## src/rtl/mem_stage_lsu.sv

```systemverilog
// ============================================================================
// mem_stage_lsu -- MEM-stage load/store unit
//
// Sits between the EX/MEM and MEM/WB pipeline registers. A load or store
// issues exactly one data-memory access over a req/ack bus. The pipeline is
// stalled until the access completes or times out. Store data is replicated
// across byte lanes with matching byte enables. Load data is shifted down
// and sign- or zero-extended. The ALU result and the control bits are
// forwarded to MEM/WB, and RegWrite is gated to form bubbles while stalled.
//
// Timing of one memory operation: one IDLE cycle (decode and latch), then
// N REQ cycles (the ack cycle is included), then one RESP cycle.
// StallM is high for 1 + N cycles.
//
// Parameters
//   TIMEOUT_CYC   maximum number of REQ cycles without dmem_ack before a bus
//                 error is raised (>= 1)
//
// Configuration macro
//   MEM_MISALIGN_TRAP_EN  when defined, adds output MisalignM. A misaligned
//                         access is refused in IDLE: no request, no stall.
//                         When undefined, misaligned accesses are aligned down.
//
// Ports
//   clk, reset          clock (rising edge), synchronous active-low reset
//   ValidM .. Funct3M   EX/MEM register contents
//   dmem_*              data-memory request/response bus
//   StallM              freeze PC, IF/ID, ID/EX, EX/MEM
//   BusErrM             one-cycle pulse (the RESP cycle) after a timeout
//   ReadDataM .. MemToRegMW   values for the MEM/WB register
//   MisalignM           misaligned-access flag (only with the macro defined)
// ============================================================================
module mem_stage_lsu #(
    parameter int TIMEOUT_CYC = 256
) (
    input  logic        clk,
    input  logic        reset,
    input  logic        ValidM,
    input  logic [31:0] ALUResultM,
    input  logic [31:0] WriteDataM,
    input  logic [4:0]  RdM,
    input  logic        RegWriteM,
    input  logic        MemToRegM,
    input  logic        MemWriteM,
    input  logic [2:0]  Funct3M,
    output logic        dmem_req,
    output logic        dmem_we,
    output logic [31:0] dmem_addr,
    output logic [31:0] dmem_wdata,
    output logic [3:0]  dmem_be,
    input  logic        dmem_ack,
    input  logic [31:0] dmem_rdata,
    output logic        StallM,
    output logic        BusErrM,
`ifdef MEM_MISALIGN_TRAP_EN
    output logic        MisalignM,
`endif
    output logic [31:0] ReadDataM,
    output logic [31:0] ALUResultMW,
    output logic [4:0]  RdMW,
    output logic        RegWriteMW,
    output logic        MemToRegMW
);

    localparam int CNT_W = $clog2(TIMEOUT_CYC + 1);
    localparam logic [CNT_W-1:0] CNT_LAST = CNT_W'(TIMEOUT_CYC - 1);

    typedef enum logic [1:0] {
        IDLE = 2'd0,
        REQ  = 2'd1,
        RESP = 2'd2
    } state_t;

    state_t           state_q, state_d;
    logic [CNT_W-1:0] cnt_q;
    logic             we_q;
    logic [31:0]      addr_q;
    logic [3:0]       be_q;
    logic [31:0]      wdata_q;
    logic [1:0]       off_q;
    logic [2:0]       f3_q;
    logic [31:0]      rdata_q;
    logic             buserr_q;

    logic        memop;
    logic        trap;
    logic        start;
    logic        timeout;
    logic [1:0]  off_d;
    logic [3:0]  be_d;
    logic [31:0] wdata_d;
    logic [31:0] shifted;
    logic [31:0] load_fmt;

    assign memop = ValidM & (MemToRegM | MemWriteM);

    // A misaligned access can only be refused while it is being decoded.
`ifdef MEM_MISALIGN_TRAP_EN
    logic misaligned;
    assign misaligned = ((Funct3M[1:0] == 2'b01) & ALUResultM[0]) |
                        (Funct3M[1] & (|ALUResultM[1:0]));
    assign trap       = (state_q == IDLE) & memop & misaligned;
    assign MisalignM  = trap;
`else
    assign trap = 1'b0;
`endif

    // Lane offset, byte enables and replicated store data.
    // Halfword and word offsets drop the low address bits, so a misaligned
    // access is aligned down.
    // NOTE: every signal driven from always_comb is given a default at the
    // top of the block, so no path leaves it unassigned and no latch is inferred.
    always_comb begin
        off_d   = 2'b00;
        be_d    = 4'b1111;
        wdata_d = WriteDataM;
        case (Funct3M[1:0])
            2'b00: begin
                off_d   = ALUResultM[1:0];
                be_d    = 4'b0001 << off_d;
                wdata_d = {4{WriteDataM[7:0]}};
            end
            2'b01: begin
                off_d   = {ALUResultM[1], 1'b0};
                be_d    = 4'b0011 << off_d;
                wdata_d = {2{WriteDataM[15:0]}};
            end
            default: ;
        endcase
    end

    // Load formatting uses the offset and size latched in IDLE.
    assign shifted = dmem_rdata >> {off_q, 3'b000};

    always_comb begin
        load_fmt = shifted;
        case (f3_q)
            3'b000:  load_fmt = {{24{shifted[7]}},  shifted[7:0]};
            3'b001:  load_fmt = {{16{shifted[15]}}, shifted[15:0]};
            3'b100:  load_fmt = {24'h000000, shifted[7:0]};
            3'b101:  load_fmt = {16'h0000,   shifted[15:0]};
            default: ;
        endcase
    end

    // An ack takes priority over a timeout in the last allowed REQ cycle.
    assign timeout = (state_q == REQ) & ~dmem_ack & (cnt_q == CNT_LAST);

    // Next-state logic and the pipeline-facing outputs.
    always_comb begin
        state_d    = state_q;
        StallM     = 1'b0;
        RegWriteMW = RegWriteM & ValidM;
        ReadDataM  = 32'h0;
        start      = 1'b0;
        case (state_q)
            IDLE: begin
                if (trap) begin
                    RegWriteMW = 1'b0;
                end else if (memop) begin
                    StallM     = 1'b1;
                    RegWriteMW = 1'b0;
                    start      = 1'b1;
                    state_d    = REQ;
                end
            end
            REQ: begin
                StallM     = 1'b1;
                RegWriteMW = 1'b0;
                if (dmem_ack || timeout) begin
                    state_d = RESP;
                end
            end
            RESP: begin
                // EX/MEM is still frozen on this instruction, so ValidM is known to be 1.
                RegWriteMW = RegWriteM;
                ReadDataM  = rdata_q;
                state_d    = IDLE;
            end
            default: state_d = IDLE;
        endcase
    end

    // NOTE: state is updated with non-blocking assignments, so every register
    // in this block sees the values from before the clock edge.
    // NOTE: the request registers are small, so they are all reset. A reset
    // then leaves the bus quiet and deterministic, not only dmem_req.
    always_ff @(posedge clk) begin
        if (!reset) begin
            state_q  <= IDLE;
            cnt_q    <= '0;
            we_q     <= 1'b0;
            addr_q   <= 32'h0;
            be_q     <= 4'h0;
            wdata_q  <= 32'h0;
            off_q    <= 2'b00;
            f3_q     <= 3'b000;
            rdata_q  <= 32'h0;
            buserr_q <= 1'b0;
        end else begin
            state_q  <= state_d;
            buserr_q <= 1'b0;
            if (start) begin
                we_q    <= MemWriteM;
                addr_q  <= {ALUResultM[31:2], 2'b00};
                be_q    <= be_d;
                wdata_q <= wdata_d;
                off_q   <= off_d;
                f3_q    <= Funct3M;
            end
            if (state_q == REQ) begin
                if (dmem_ack) begin
                    rdata_q <= we_q ? 32'h0 : load_fmt;
                    cnt_q   <= '0;
                end else if (timeout) begin
                    rdata_q  <= 32'h0;
                    buserr_q <= 1'b1;
                    cnt_q    <= '0;
                end else begin
                    cnt_q <= cnt_q + CNT_W'(1);
                end
            end
        end
    end

    assign dmem_req    = (state_q == REQ);
    assign dmem_we     = we_q;
    assign dmem_addr   = addr_q;
    assign dmem_be     = be_q;
    assign dmem_wdata  = wdata_q;
    assign BusErrM     = buserr_q;

    assign ALUResultMW = ALUResultM;
    assign RdMW        = RdM;
    assign MemToRegMW  = MemToRegM;

endmodule
```

## config.mk

```make
export PLATFORM = sky130hd
export DESIGN_NAME = mem_stage_lsu
export DESIGN_NICKNAME = d
export VERILOG_FILES = /design/src/rtl/mem_stage_lsu.sv
export SDC_FILE = /design/constraint.sdc
export NUM_CORES = 1
export LEC_CHECK = 0
export ABC_AREA = 1
export CAP_MARGIN = 15
export CORE_UTILIZATION = 38
export DETAILED_ROUTE_END_ITERATION = 7
export PLACE_DENSITY = 0.73
export RECOVER_POWER = 100
export SLEW_MARGIN = 20
export SYNTH_ARGS = -nofsm -noshare
export SYNTH_HDL_FRONTEND = slang
export SYNTH_SLANG_ARGS = --single-unit
```

## constraint.sdc

```tcl
create_clock -name clk -period 1.55 [get_ports clk]
set_input_delay 0.2325 -clock clk [delete_from_list [all_inputs] [get_ports clk]]
set_output_delay 0.2325 -clock clk [all_outputs]
set_load 0.005 [all_outputs]
```

==> summary.txt <==
Status
  • Status: complete, but fails checks
  • Failing checks: DRC, setup timing

Floorplanning
  • Die footprint: 0.0157 mm²
  • Core Footprint: 0.0147 mm²
  • Row count: 44
  • Die W: 125 µm
  • Num ports: 254
  • Die H: 125 µm
  • Initial core utilization: 39.4%

Finish
  • Commonest non-fill, non-tap cells in the layout: nand2_1 (198), clkdlybuf4s50_1 (195), dfxtp_1 (107), nor2_1 (87), o21ai_0 (61)
  • P&R area growth vs syn: 62.1%
  • Commonest non-fill, non-tap cell in the layout: nand2_1
  • Layout Nets: 1,205
  • Fraction of layout cells with a size suffix above 1: 20.3%
  • ANT cells: 0
  • Util after Layout: 63.8%

Clock tree
  • Worst-skew pair later-pin latency: 0.42 ns
  • Root buf cell: clkbuf_16
  • Clk slew on worst S/H paths: 0.06 ns
  • CTS sink cnt: 116
  • Clock Path Buffers: 2
  • Hold_buf cts: 0
  • TritonCTS clock tree: yes
  • CTS Buf Count: 17
  • H-tree depth: 4

Timing
  • Final Hold Viols: 0
  • Setup Skew: 0.00974 ns
  • Fmax: 0.611 GHz
  • # setup viols final: 27
  • Setup tns final: -1.33 ns
  • Min Clock Period, post-route: 1.64 ns
  • Slew Limit Fails: 0
  • Final Worst Setup Slack: -0.0879 ns
  • RSZ-0062 raised after global routing: true
  • Final hold slack: 0.352 ns
  • Period utilisation layout: 106%

Synthesis
  • Synth Area in Simple Gates: 29.7%
  • Multiplexer share of the synthesized area: 0%
  • Synth area leader: dfxtp_1
  • Syn Area/Cell: 6.78 µm²
  • Largest family of logic cells by synthesized area: simple AND/OR/NAND/NOR gates
  • Synth warn: 0
  • Post-synth ARST share: 0%
  • Register bit total from synthesis: 116
  • Synth top area cells: dfxtp_1 (40%), nand2_1 (14%), nor2_1 (7.4%)
  • Top-area cell type share of the netlist area: 40.1%
  • Adder-Cell Fraction of Synth Area: 0.216%
  • Mapped Cells: 854
  • Synth Flop Type: dfxtp_1
  • Xor and xnor area share after synthesis: 0.757%
  • Seq/Total Area, Yosys: 40.1%
  • Syn Std Cell Area: 0.00579 mm²
  • Synth Area in Compound Gates: 15.5%
  • Distinct cell type count after synthesis: 34
  • Post-synth EDFFs: 0

Power
  • Sequential Power Share: 34.8%
  • VDD IR max: 734 µV
  • Clock share of power: 45.2%
  • Cell area power density: 1000 mW/mm²
  • NetSw: 2.41 mW
  • Leak Pwr: 4.02 nW
  • Logic pwr share: 20.0%
  • Internal Power: 6.98 mW
  • Sw frac: 25.7%

Global routing
  • Largest net degree at the start of global routing: 62
  • Vias in the first global route: 5,907
  • Overflow after GRT: 0
  • Initial antenna violation count: 0
  • Global-route wire length before repair: 29,700 µm
  • Total Routing Usage GR: 24.1%

Setup path
  • Worst path cell trace: inv_2, nand2_4, buf_16, buf_12, nor2_1, buf_2
  • Crit path launch type: flop
  • Max incr delay on CP: 0.36 ns
  • Setup CP Type: reg -> out
  • Crit path required time: 1.32 ns
  • Worst-path maximum fanout: 7
  • Crit end category: output pin
  • Worst path arrival time: 1.41 ns
  • Slowest cell on the critical path: dfxtp_4

Route
  • Detailed Route Iter0 Violations: 451
  • Wire length per cell: 14.9 µm
  • Via count: 6,365
  • Drt drc: 14
  • WL final: 19,300 µm
  • Iteration count of the initial detailed-routing pass: 7
  • Vias/cell: 4.93
  • DRT antenna net count: 0

Placement
  • Final HPWL DP: 12,900 µm
  • Port buffer count: 241
  • Gp weighted congestion: 0.892
  • Dpl ws: -0.346 ns

Min path
  • Worst hold-check path type: in -> reg

Run
  • Max cap viols: 0
[per-stage QoR]
stage | instances | cell area, µm² | total power [mW]
finish | 1290 | 9380 | 9.39
global route | 1290 | 9380 | 9.77
CTS | 1286 | 9080 | 9.36
detailed placement | 1241 | 8370 | 5.06
global placement | 1241 | 8370 | 5.06
floorplan | 855 | 5830 | 4.14
[cells by family (layout without fill, tap and decap cells)]
family                     count (synthesis)  count (layout)
DFF                                      116             116
buffers and inverters                    156             404
xor gates and xnor gates                   5               5
and+or+nand+nor                          412             415
AOI/OAI and AO/OA                        163             163
adders and majority gates                  1               1
other                                      1               2
[power groups by stage]
stage	Combinational (mW)	Clock, mW	Sequential, mW
4_1_cts	1.80	4.30	3.26
2_1_floorplan	0.823	0	3.31
6_report	1.88	4.24	3.27
3_3_place_gp	1.74	0	3.32
5_1_grt	2.04	4.44	3.28
3_5_place_dp	1.75	0	3.32
[registers in the layout (all words and copies together) (netlist names)]
register	cells
dmem_wdata	32
BusErrM	1
f3_q	3
state_q	2
dmem_addr	30
off_q	2
dmem_we	1
cnt_q	9
dmem_be	4
rdata_q	32
[worst paths after layout]
check	from	end	slack, ns	depth (start not counted)
worst max-delay path	state_q[0]	ReadDataM[18]	-0.09	6
worst min-delay path	reset	cnt_q[0]	0.35	4
worst max register to register	cnt_q[1]	rdata_q[31]	-0.04	10
worst min register to register	rdata_q[2]	rdata_q[2]	0.45	2
[worst max-delay path, delay by kind of cell (launching register included)]
family / cells / cell delay (ns)
simple gates: 2 / 0.16
flops: 1 / 0.36
buf+inv: 4 / 0.47
[layout make-up]
cell class	instances	area [µm²]
Tap cell	184	230
Sequential cell	116	2340
Inverter	63	236
Timing Repair Buffer	309	2950
Fill cell	1312	5320
Multi-Input combinational cell	586	2990
Clock buffer	24	492
Clock inverter	8	146
[layer usage]
metal	global-route usage (%)	part of all wire [%]	vias up
li1	-	-	3200
met1	28.8	41	2825
met2	40.3	48	297
met3	6.68	8.6	43
met4	10.7	3.0	0
met5	0	0	-
[synthesized netlist by cell type (4+ instances only)]
| cell type | number |
|---|---|
| clkbuf_1 | 24 |
| nand3_1 | 45 |
| o21ai_2 | 10 |
| o211ai_1 | 7 |
| a21oi_1 | 59 |
| nor2_1 | 114 |
| dfxtp_1 | 116 |
| o21ai_1 | 8 |
| inv_1 | 59 |
| buf_4 | 43 |
| nor3_1 | 4 |
| xor2_1 | 4 |
| inv_2 | 4 |
| o21ai_0 | 67 |
| nand4_1 | 18 |
| buf_2 | 21 |
| a31oi_1 | 8 |
| nand2_1 | 219 |
[repair_timing]
action	CTS	global route
pin swaps	2	12
cloned	3	3
resized for setup	161	91
setup buffers	10	2
endpoints found under the setup margin	70	106
(Power assumes the default switching activity.)
